===== src/rtl/hazard_pkg.sv =====
// hazard_pkg: shared types and constants for the hazard control unit.
package hazard_pkg;
    typedef enum logic {RUN, MC_WAIT} hc_state_t;
    localparam int REG_ZERO = 0;
    function automatic int fwd_sel_w(input int n);
        return $clog2(n + 1);
    endfunction
endpackage


===== src/rtl/hazard_ctrl_fwd_select.sv =====
// fwd_select: picks the youngest forwarding source whose destination matches
// the operand register; x0 never forwards.
module fwd_select
    import hazard_pkg::*;
#(
    parameter int NUM_FWD = 2,
    parameter int REG_W   = 5,
    parameter int SEL_W   = fwd_sel_w(NUM_FWD)
) (
    input  logic [REG_W-1:0]         i_rs,
    input  logic [NUM_FWD-1:0]       i_we,
    input  logic [NUM_FWD*REG_W-1:0] i_rd,
    output logic [SEL_W-1:0]         o_sel
);
    // Scan oldest to youngest so the lowest matching index wins.
    always_comb begin
        o_sel = '0;
        for (int k = NUM_FWD - 1; k >= 0; k--)
            if (i_we[k] && i_rd[k*REG_W +: REG_W] == i_rs && i_rs != REG_W'(REG_ZERO))
                o_sel = SEL_W'(k + 1);
    end
endmodule


===== src/rtl/hazard_ctrl.sv =====
// hazard_ctrl: stall, flush and forwarding control for the in-order pipeline,
// including the multi-cycle wait FSM with watchdog timeout.
module hazard_ctrl
    import hazard_pkg::*;
#(
    parameter int NUM_FWD    = 2,
    parameter int REG_W      = 5,
    parameter int MC_TIMEOUT = 64,
    parameter int FWD_SEL_W  = fwd_sel_w(NUM_FWD)
) (
    input  logic                     clk,
    input  logic                     rst_n,
    input  logic [REG_W-1:0]         rs1_d,
    input  logic [REG_W-1:0]         rs2_d,
    input  logic [REG_W-1:0]         rs1_e,
    input  logic [REG_W-1:0]         rs2_e,
    input  logic                     load_e,
    input  logic [REG_W-1:0]         rd_e,
    input  logic [NUM_FWD-1:0]       fwd_we,
    input  logic [NUM_FWD*REG_W-1:0] fwd_rd,
    input  logic                     mc_start_e,
    input  logic                     mc_done,
    input  logic                     jump_d,
    input  logic                     branch_d,
    input  logic                     mispredict_e,
    output logic                     stall_f,
    output logic                     stall_d,
    output logic                     stall_e,
    output logic                     flush_d,
    output logic                     flush_e,
    output logic [FWD_SEL_W-1:0]     fwd_a_e,
    output logic [FWD_SEL_W-1:0]     fwd_b_e,
    output logic                     mc_busy,
    output logic                     mc_timeout
);
    localparam int CNT_W = (MC_TIMEOUT > 2) ? $clog2(MC_TIMEOUT) : 1;

    hc_state_t        r_state;
    hc_state_t        w_next;
    logic [CNT_W-1:0] r_cnt;
    logic             r_timeout;
    logic             w_wait, w_to, w_hold, w_lu;
    logic [FWD_SEL_W-1:0] w_fwd_a, w_fwd_b;

    fwd_select #(.NUM_FWD(NUM_FWD), .REG_W(REG_W), .SEL_W(FWD_SEL_W)) u_fwd_a (
        .i_rs(rs1_e), .i_we(fwd_we), .i_rd(fwd_rd), .o_sel(w_fwd_a)
    );
    fwd_select #(.NUM_FWD(NUM_FWD), .REG_W(REG_W), .SEL_W(FWD_SEL_W)) u_fwd_b (
        .i_rs(rs2_e), .i_we(fwd_we), .i_rd(fwd_rd), .o_sel(w_fwd_b)
    );

    // Counter is held at zero in RUN, so it is already clear on entry to MC_WAIT.
    always_ff @(posedge clk or negedge rst_n) begin
        if (!rst_n) begin
            r_state   <= RUN;
            r_cnt     <= '0;
            r_timeout <= 1'b0;
        end else begin
            r_state   <= w_next;
            r_cnt     <= (r_state == RUN) ? '0 : r_cnt + 1'b1;
            r_timeout <= r_timeout | w_to;
        end
    end

    always_comb begin
        w_wait = r_state == MC_WAIT;
        w_to   = w_wait && !mc_done && r_cnt == CNT_W'(MC_TIMEOUT - 1);
        w_hold = w_wait && !mc_done && !w_to;
        w_lu   = load_e && rd_e != REG_W'(REG_ZERO) && (rs1_d == rd_e || rs2_d == rd_e);
        w_next = w_wait ? ((mc_done || w_to) ? RUN : MC_WAIT)
                        : ((mc_start_e && !mc_done) ? MC_WAIT : RUN);
    end

    // Outputs are forced low while reset is asserted, including the forwarding selects.
    assign stall_f    = rst_n && (w_hold || (!w_wait && !mispredict_e && w_lu));
    assign stall_d    = stall_f;
    assign stall_e    = rst_n && w_hold;
    assign flush_e    = rst_n && (w_to || (!w_wait && (mispredict_e || w_lu)));
    assign flush_d    = rst_n && !w_wait && (mispredict_e || (!w_lu && (jump_d || branch_d)));
    assign mc_busy    = rst_n && w_hold;
    assign mc_timeout = r_timeout;
    assign fwd_a_e    = rst_n ? w_fwd_a : '0;
    assign fwd_b_e    = rst_n ? w_fwd_b : '0;
endmodule


===== config.mk =====
export PLATFORM = sky130hd
export DESIGN_NAME = hazard_ctrl
export DESIGN_NICKNAME = d
export VERILOG_FILES = /design/src/rtl/hazard_pkg.sv /design/src/rtl/hazard_ctrl_fwd_select.sv /design/src/rtl/hazard_ctrl.sv
export SDC_FILE = /design/constraint.sdc
export NUM_CORES = 1
export LEC_CHECK = 0
export CAP_MARGIN = 10
export CORE_MARGIN = 2
export CORE_UTILIZATION = 33
export DETAILED_ROUTE_END_ITERATION = 16
export HOLD_SLACK_MARGIN = 0.12
export PLACE_DENSITY = 0.82
export SYNTH_ARGS = -nofsm -noshare
export SYNTH_HDL_FRONTEND = slang
export SYNTH_SLANG_ARGS = --single-unit

===== constraint.sdc =====
create_clock -name clk -period 1.4 [get_ports clk]
set_input_delay 0.28 -clock clk [delete_from_list [all_inputs] [get_ports clk]]
set_output_delay 0.28 -clock clk [all_outputs]
set_load 0.02 [all_outputs]

# After elaboration in Yosys (flattened, before gate mapping)
# Cells that the tools add are included.
# word_totals
regBits	8
out_inout_bits	11
word_cells	60
# op_classes
n_mux	10
n_reduce_logical	38
n_bitwise	1
addsub	1
n_eq_ne	7
# op_table
op	n
$eq A5 B5 Y1	6
$logic_and A1 B1 Y1	23
$reduce_bool A5 Y1	3
$mux W2	6
$logic_or A1 B1 Y1	7
$add A6 B1 Y6 const B	1
$eq A6 B6 Y1 const B	1
$mux W6	1
$logic_not A1 Y1	5
$mux W1	3
$or A1 B1 Y1	1

# Depth between registers and ports, before layout
# Gate-level depths: netlist (run 1).
# depth
ltp_word	7
depth_mapped	6
ltp_nobuf	5

# Cells and area by module
# From an unflattened synthesis (run 1), not the netlist that was laid out.
# unflattened
hier_cells	100
hier_area_um2	868.3
# modules_own_cells
mod	area_per_inst_um2	cells_each	n_inst	seq_area_each_um2
hazard_ctrl	590.6	64	1	200.2
fwd_select	138.9	18	2	0.0

# Least setup slack after synthesis (run 1)
# No wires, ideal clock.
# synth_path
kind	input to output
from	input port rd_e[3]
to	output port stall_f
cell_stages	5
arrival_time_ns	1.875
n_path_buf	1
path_slack_ns	-0.755
cell_sequence	xor2_1 > nor3_1 > a22oi_1 > o41ai_1 > buf_4
# synth_between
elab_chain_len	6
# synth_rtl
item	line_no	source
from (decl)	hazard_ctrl.sv:18	input logic [REG_W-1:0] rd_e,
$eq A5 B5 Y1 or $reduce_bool A5 Y1 (tied branches)	hazard_ctrl.sv:69	w_lu = load_e && rd_e != REG_W'(REG_ZERO) && (rs1_d == rd_e || rs2_d == rd_e);
$logic_or A1 B1 Y1 or $logic_and A1 B1 Y1 (tied branches)	hazard_ctrl.sv:69	
$logic_and A1 B1 Y1 *	hazard_ctrl.sv:69	
$logic_and A1 B1 Y1 *	hazard_ctrl.sv:75	assign stall_f = rst_n && (w_hold || (!w_wait && !mispredict_e && w_lu));
$logic_or A1 B1 Y1 *	hazard_ctrl.sv:75	
$logic_and A1 B1 Y1 *	hazard_ctrl.sv:75	
to (decl)	hazard_ctrl.sv:26	output logic stall_f,
# Mark *: on every way between the ends. The rest lies on a longest branch, timed or not.

# Worst setup path after layout (run 1)
# layout_path
from	register r_cnt[0]
to	output port flush_e
# layout_between
elab_chain_len	4
# layout_rtl
item	line_no	source
from (decl)	hazard_ctrl.sv:40	logic [CNT_W-1:0] r_cnt;
from (signal assigned)	hazard_ctrl.sv:60	r_cnt <= (r_state == RUN) ? '0 : r_cnt + 1'b1;
$eq A6 B6 Y1	hazard_ctrl.sv:67	w_to = w_wait && !mc_done && r_cnt == CNT_W'(MC_TIMEOUT - 1);
$logic_and A1 B1 Y1	hazard_ctrl.sv:67	
$logic_or A1 B1 Y1	hazard_ctrl.sv:78	assign flush_e = rst_n && (w_to || (!w_wait && (mispredict_e || w_lu)));
$logic_and A1 B1 Y1	hazard_ctrl.sv:78	
to (decl)	hazard_ctrl.sv:30	output logic flush_e,
# Every way passes these cells.

==> run_results.csv, run 1 <==
group,metric,value,unit
status,status,"finished, violations left",
status,failed_checks,"setup timing",
global_route,grt_usage,0.211,
floorplanning,initial_utilization,0.349,
placement,place.gp.congestion,0.925,
clock_tree,cts.sinks,8,
cells_and_area,nets,234,
placement,post_dp_cell_area,1710,sq um
setup_path,r2r-start,"r_cnt[1]$_DFF_PN0_",
cells_and_area,fillers,208,
logic_synthesis,syn_inst,96,
global_route,grt_overflow_total,0,
floorplanning,io_pins,56,
logic_synthesis,synth_cell_types,30,
floorplanning,core_area,2500,sq um
setup_path,worst_path_dominant_cell_family,"flip-flops",
cells_and_area,final_common_cell,"buf_4",
floorplanning,dieHeight,55.4,um
power,leakage,0.000868,uW
power,p_per_area,451,nW/um^2
timing,tightest_slew,0.279,ns
clock_tree,cts_buffers,3,
logic_synthesis,avgSynthCellArea,9.10,sq um
clock_tree,clk_pin_slew_worst_paths,0.05,ns
power,vdd_drop_max,0.000468,V
detailed_routing,ant_nets,0,
timing,slew_viol_final,0,
setup_path,crit_path_max_incr_delay,0.35,ns
clock_tree,h-tree-depth,1,
setup_path,crit_path_end_kind,"output pin",
logic_synthesis,synth-main-ff-cell,"dfrtp_1",
timing,fin_setup_tns,-3.50,ns
power,finalPower,828,uW
timing,min_period,1.85,ns
power,p_int,562,uW
setup_path,slowest_stage,"dfrtp_1",
clock_tree,clk_path_buf_depth,2,
placement,hpwl,2480,um
setup_path,crit_buf_inv,1,
logic_synthesis,synth_edf_count,0,
global_route,grt_max_degree,9,
timing,setup_slack,-0.450,ns
setup_path,rr_worst_depth,5,
clock_tree,hold_buffers,0,
timing,fin_crit_sh,1.32,
detailed_routing,dr.first_iter.drc_count,35,
timing,fin_worst_skew,0.000117,ns
setup_path,startpoint_type,"flop",
setup_path,crit_fanout,2,
cells_and_area,antenna-diode-count,0,
clock_tree,clockRootBuffer,"clkbuf_4",
run,cap_violations,0,
cells_and_area,area.growth.synth_to_final,110,%
setup_path,crit_path_cell_trace,"ha_2 > and3_4 > nand3_4 > o31a_1 > o31ai_1 > buf_2",
setup_path,cp.arrival,1.57,ns
global_route,grt_pass1_wl,5030,um
power,clkPwrFrac,0.218,
detailed_routing,routed_via_density,4.89,
detailed_routing,first_pass_iters,4,
setup_path,r2r_setup_slack,0.08,ns
logic_synthesis,syn_area,873,sq um
cells_and_area,drive_above_1_share,0.543,
power,switching_share,0.321,
logic_synthesis,synthesis.nets,142,
floorplanning,dieArea,3070,sq um
logic_synthesis,ys_warn_count,0,
timing,maxSlewHeadroom,0.814,
placement,io_buffers,55,
logic_synthesis,synth_seq_area_share,0.229,
floorplanning,std_cell_rows,18,
setup_path,criticalPathCategory,"reg2out",
logic_synthesis,async_flop_share,1.00,
floorplanning,dieWidth,55.4,um
clock_tree,clkLatencyLatePin,0.26,ns
detailed_routing,drt-total-wl,3180,um
timing,finalHoldViolCount,0,
power,p_switching,266,uW
setup_path,rr_endpoint,"r_state$_DFF_PN0_",
logic_synthesis,ys_ff_latch,8,
detailed_routing,wl_per_cell,14.7,um
cells_and_area,mostFrequentLayoutCells,"buf_4 (37), xnor2_1 (15), buf_2 (15), buf_6 (15), xor2_1 (14)",
clock_tree,cts_tree,"built",
setup_path,critPathRequiredTime,1.12,ns
power,seq_power_share,0.292,
global_route,grt_pass1_vias,1150,
timing,max_freq,541,MHz
detailed_routing,drc,0,
cells_and_area,final_area,1840,sq um
detailed_routing,vias,1057,
timing,rsz0062_at_grt,"yes",
power,pwr-share-comb,0.490,
timing,finalSetupViolCount,10,
global_route,antenna_found_initial,0,
hold_path,min_path_type,"in2async",
[through the flow]
stage	hold slack, ns	utilization	worst slack, ns	instances
after detailed placement	0.460	0.685	-1.20	204
after floorplan	-0.0156	-	-0.310	96
final	0.189	0.734	-0.450	216
after CTS	0.176	0.702	-0.468	214
after global routing	0.208	0.734	-0.553	216
after global placement	0.450	0.685	-1.15	204
[registers in the layout (all words and copies together), names as in the netlist]
name        cells
mc_timeout      1
r_cnt           6
r_state         1
[metal layers]
layer  vias to the layer above  track usage  share of wire
met5                         -            0              0
met4                         0        0.105          0.032
met3                         8       0.0375          0.055
met2                        55        0.422           0.56
met1                       474        0.200           0.35
li1                        520            -              -
[cell usage after synthesis (3+ instances only)]
master | n | share of area
xnor2_1 | 18 | 0.18
nor2_1 | 4 | 0.017
xor2_1 | 16 | 0.16
nand2_1 | 3 | 0.013
and2_1 | 5 | 0.036
nand4_1 | 4 | 0.029
nand3_1 | 5 | 0.029
nor4_2 | 4 | 0.057
nor2b_1 | 4 | 0.029
dfrtp_1 | 8 | 0.23
[cell type report]
type / instances / area, sq um / share of cell area
timing repair buffer: 90 / 748 / 0.408
clock buffer: 3 / 22.5 / 0.0123
tap: 30 / 37.5 / 0.0204
inverter: 1 / 6.26 / 0.00341
multi-input combinational: 84 / 821 / 0.447
sequential: 8 / 200 / 0.109
[how the worst max path moves through the flow]
stage / start / slack [ns] / cells past startpoint / end
after floorplan: rd_e[3] / -0.31 / 5 / stall_f
after global placement: rd_e[0] / -1.15 / 6 / stall_d
after detailed placement: rd_e[3] / -1.20 / 6 / stall_f
after CTS: r_cnt[0]$_DFF_PN0_ / -0.47 / 6 / flush_e
after global routing: r_cnt[0]$_DFF_PN0_ / -0.55 / 6 / flush_e
final: r_cnt[0]$_DFF_PN0_ / -0.45 / 6 / flush_e
[what timing repair did]
action / 4_1_cts / 5_1_grt
buffers inserted: 7 / 2
resized for setup: 176 / 20
pin swaps: 33 / 15
setup endpoints to repair: 12 / 11
[cells by family (layout without fill, tap and decap cells)]
kind of cell,count (synthesis),in the layout,share of synthesized area
XOR/XNOR,34,34,0.341
buffers and inverters,4,94,0.0258
AND/OR/NAND/NOR,41,41,0.318
flip-flops,8,8,0.229
AO/OA/AOI/OAI,8,8,0.0716
adder cells (fa/ha/maj),1,1,0.0143
[power groups by stage]
stage / clock network (uW) / logic [uW] / registers [uW]
global placement: 0 / 376 / 246
finish: 180 / 406 / 242
detailed placement: 0 / 388 / 246
floorplan: 0 / 143 / 246
global route: 199 / 433 / 243
CTS: 189 / 386 / 242
(Power assumes the default switching activity.)
==> inputs of run 2 (changes only) <==
ABC_CLOCK_PERIOD_IN_PS = 1400   (was default)
CORE_ASPECT_RATIO = 1.2   (was default)
==> run 2 against run 1 <==
  * The flow still finishes with violations (setup timing)
  * Final cell count up 3.2%
  * Fmax shrank 1.7%
  * Clock skew grew 0.0055 ns
  * Non-clock buffer count grew 4
  * Clock-buffer cell count did not move
  * Sequential cell count did not move
  * Critical path depth is the same
  * Worst setup slack worse by 0.032 ns
  * Cell area increased by 1.4%
  * Combinational power up 1%
  * Critical path type unchanged
==> run_results.csv, run 2 (same netlist as run 1, synthesis figures left out) <==
group,metric,value,unit
timing,fin_worst_skew,0.00561,ns
placement,post_dp_cell_area,1730,sq um
clock_tree,clkLatencyLatePin,0.25,ns
detailed_routing,drc,0,
cells_and_area,drive_above_1_share,0.537,
floorplanning,dieHeight,60.4,um
clock_tree,cts.sinks,8,
cells_and_area,final_area,1860,sq um
cells_and_area,area.growth.synth_to_final,113,%
timing,finalSetupViolCount,10,
timing,tightest_slew,0.280,ns
setup_path,startpoint_type,"flop",
clock_tree,h-tree-depth,1,
setup_path,cp.arrival,1.60,ns
floorplanning,dieArea,3080,sq um
setup_path,criticalPathCategory,"reg2out",
placement,io_buffers,55,
setup_path,cp-startpoint,"r_cnt[0]$_DFF_PN0_",
status,status,"finished, violations left",
floorplanning,dieWidth,51.0,um
power,vdd_drop_max,0.000271,V
placement,place.gp.congestion,0.810,
clock_tree,cts_tree,"built",
timing,rsz0062_at_grt,"yes",
cells_and_area,final_core_util,0.736,
setup_path,rr_worst_depth,5,
detailed_routing,vias,1084,
setup_path,critPathRequiredTime,1.12,ns
detailed_routing,dr.first_iter.drc_count,8,
setup_path,rr_endpoint,"mc_timeout$_DFF_PN0_",
global_route,grt_max_degree,9,
setup_path,crit_path_end_kind,"output pin",
global_route,grt_pass1_vias,1222,
hold_path,min_path_type,"in2async",
power,p_per_area,443,nW/um^2
global_route,grt_pass1_wl,5080,um
detailed_routing,wl_per_cell,14.0,um
global_route,grt_overflow_total,0,
setup_path,endpoint,"flush_e",
timing,slew_viol_final,0,
floorplanning,std_cell_rows,20,
global_route,antenna_found_initial,0,
run,cap_violations,0,
setup_path,r2r-start,"r_cnt[0]$_DFF_PN0_",
timing,maxSlewHeadroom,0.813,
cells_and_area,final_common_cell,"buf_4",
timing,min_period,1.88,ns
timing,fin_crit_sh,1.34,
detailed_routing,drt-total-wl,3130,um
cells_and_area,mostFrequentLayoutCells,"buf_4 (40), xnor2_1 (16), xor2_1 (14)",
clock_tree,clk_pin_slew_worst_paths,0.05,ns
cells_and_area,antenna-diode-count,0,
floorplanning,initial_utilization,0.346,
setup_path,crit_path_cell_trace,"ha_2 > and3_4 > nand3_4 > o31a_1 > o31ai_1 > buf_2",
setup_path,r2r_setup_slack,0.05,ns
setup_path,slowest_stage,"dfrtp_1",
detailed_routing,routed_via_density,4.86,
detailed_routing,ant_nets,0,
clock_tree,clk_path_buf_depth,2,
clock_tree,clockRootBuffer,"clkbuf_4",
placement,hpwl,2420,um
cells_and_area,regMostFlops,"r_cnt",
clock_tree,hold_buffers,0,
power,leakage,0.000865,uW
floorplanning,io_pins,56,
timing,finalHoldViolCount,0,
setup_path,crit_path_max_incr_delay,0.37,ns
status,failed_checks,"setup timing",
detailed_routing,first_pass_iters,4,
cells_and_area,largest_reg_flops,6,
timing,max_freq,531,MHz
global_route,grt_usage,0.222,
floorplanning,core_area,2530,sq um
cells_and_area,nets,238,
setup_path,crit_fanout,2,
timing,setup_slack,-0.482,ns
clock_tree,cts_buffers,3,
run 2: cell types whose count changed in the layout (fill, tap and decap cells not counted), moves of 3 or more:
cell            delta
buf_8              +4
buf_2              -5
buf_6              -5
dlymetal6s2s_1     -3
buf_4              +3
dlygate4sd2_1      +7
clkbuf_2           +4
run 2: per-stage QoR:
step	total power, uW	hold WS (ns)	cells	setup TNS, ns	setup slack [ns]
after global routing	872	0.167	223	-4.49	-0.559
final	824	0.154	223	-3.86	-0.482
after CTS	821	0.153	221	-3.86	-0.461
after floorplan	389	-0.0156	96	-1.24	-0.310
after global placement	627	0.448	209	-10.36	-1.13
after detailed placement	639	0.477	209	-10.64	-1.18
run 2: worst min-delay path by stage:
stage / from / end / slack [ns] / cells after the start
6_report: rst_n / r_cnt[3]$_DFF_PN0_ / 0.15 / 2
5_1_grt: rst_n / r_cnt[3]$_DFF_PN0_ / 0.17 / 2
4_1_cts: rst_n / r_cnt[3]$_DFF_PN0_ / 0.15 / 2
3_5_place_dp: mc_timeout$_DFF_PN0_ / mc_timeout$_DFF_PN0_ / 0.48 / 1
3_3_place_gp: mc_timeout$_DFF_PN0_ / mc_timeout$_DFF_PN0_ / 0.45 / 1
2_1_floorplan: rst_n / mc_timeout$_DFF_PN0_ / -0.02 / 0
run 2: area by class of cell:
class	instances	area (sq um)
multi-input cells	84	806
repair buffers	94	785
flip-flops and latches	8	200
well taps	33	41.3
clock buffers	3	22.5
fillers	191	667
inverters	1	6.26
run 2: routing by layer:
metal | part of all wire | track usage | vias up
met5 | 0 | 0 | -
met2 | 0.58 | 0.503 | 64
li1 | - | - | 526
met4 | 0.018 | 0.0695 | 0
met1 | 0.31 | 0.176 | 488
met3 | 0.090 | 0.0517 | 6
run 2: worst max-delay path: cells and delay by family (launching register included):
family | cells | cell delay [ns]
flip-flops | 1 | 0.37
AO/OA/AOI/OAI | 2 | 0.31
AND/OR/NAND/NOR | 2 | 0.27
buffers and inverters | 1 | 0.21
adder cells (fa/ha/maj) | 1 | 0.19
run 2: timing repair:
item,CTS,global route
gates resized for setup,179,10
pin swaps,38,11
buffers inserted,9,3
endpoints found under the setup margin,11,13
run 2: power by group:
part / leakage, uW / internal [uW] / switching [uW]
logic: 0.000742 / 231 / 181
clock network: 0.0000138 / 97.7 / 71.9
registers: 0.000109 / 238 / 4.37
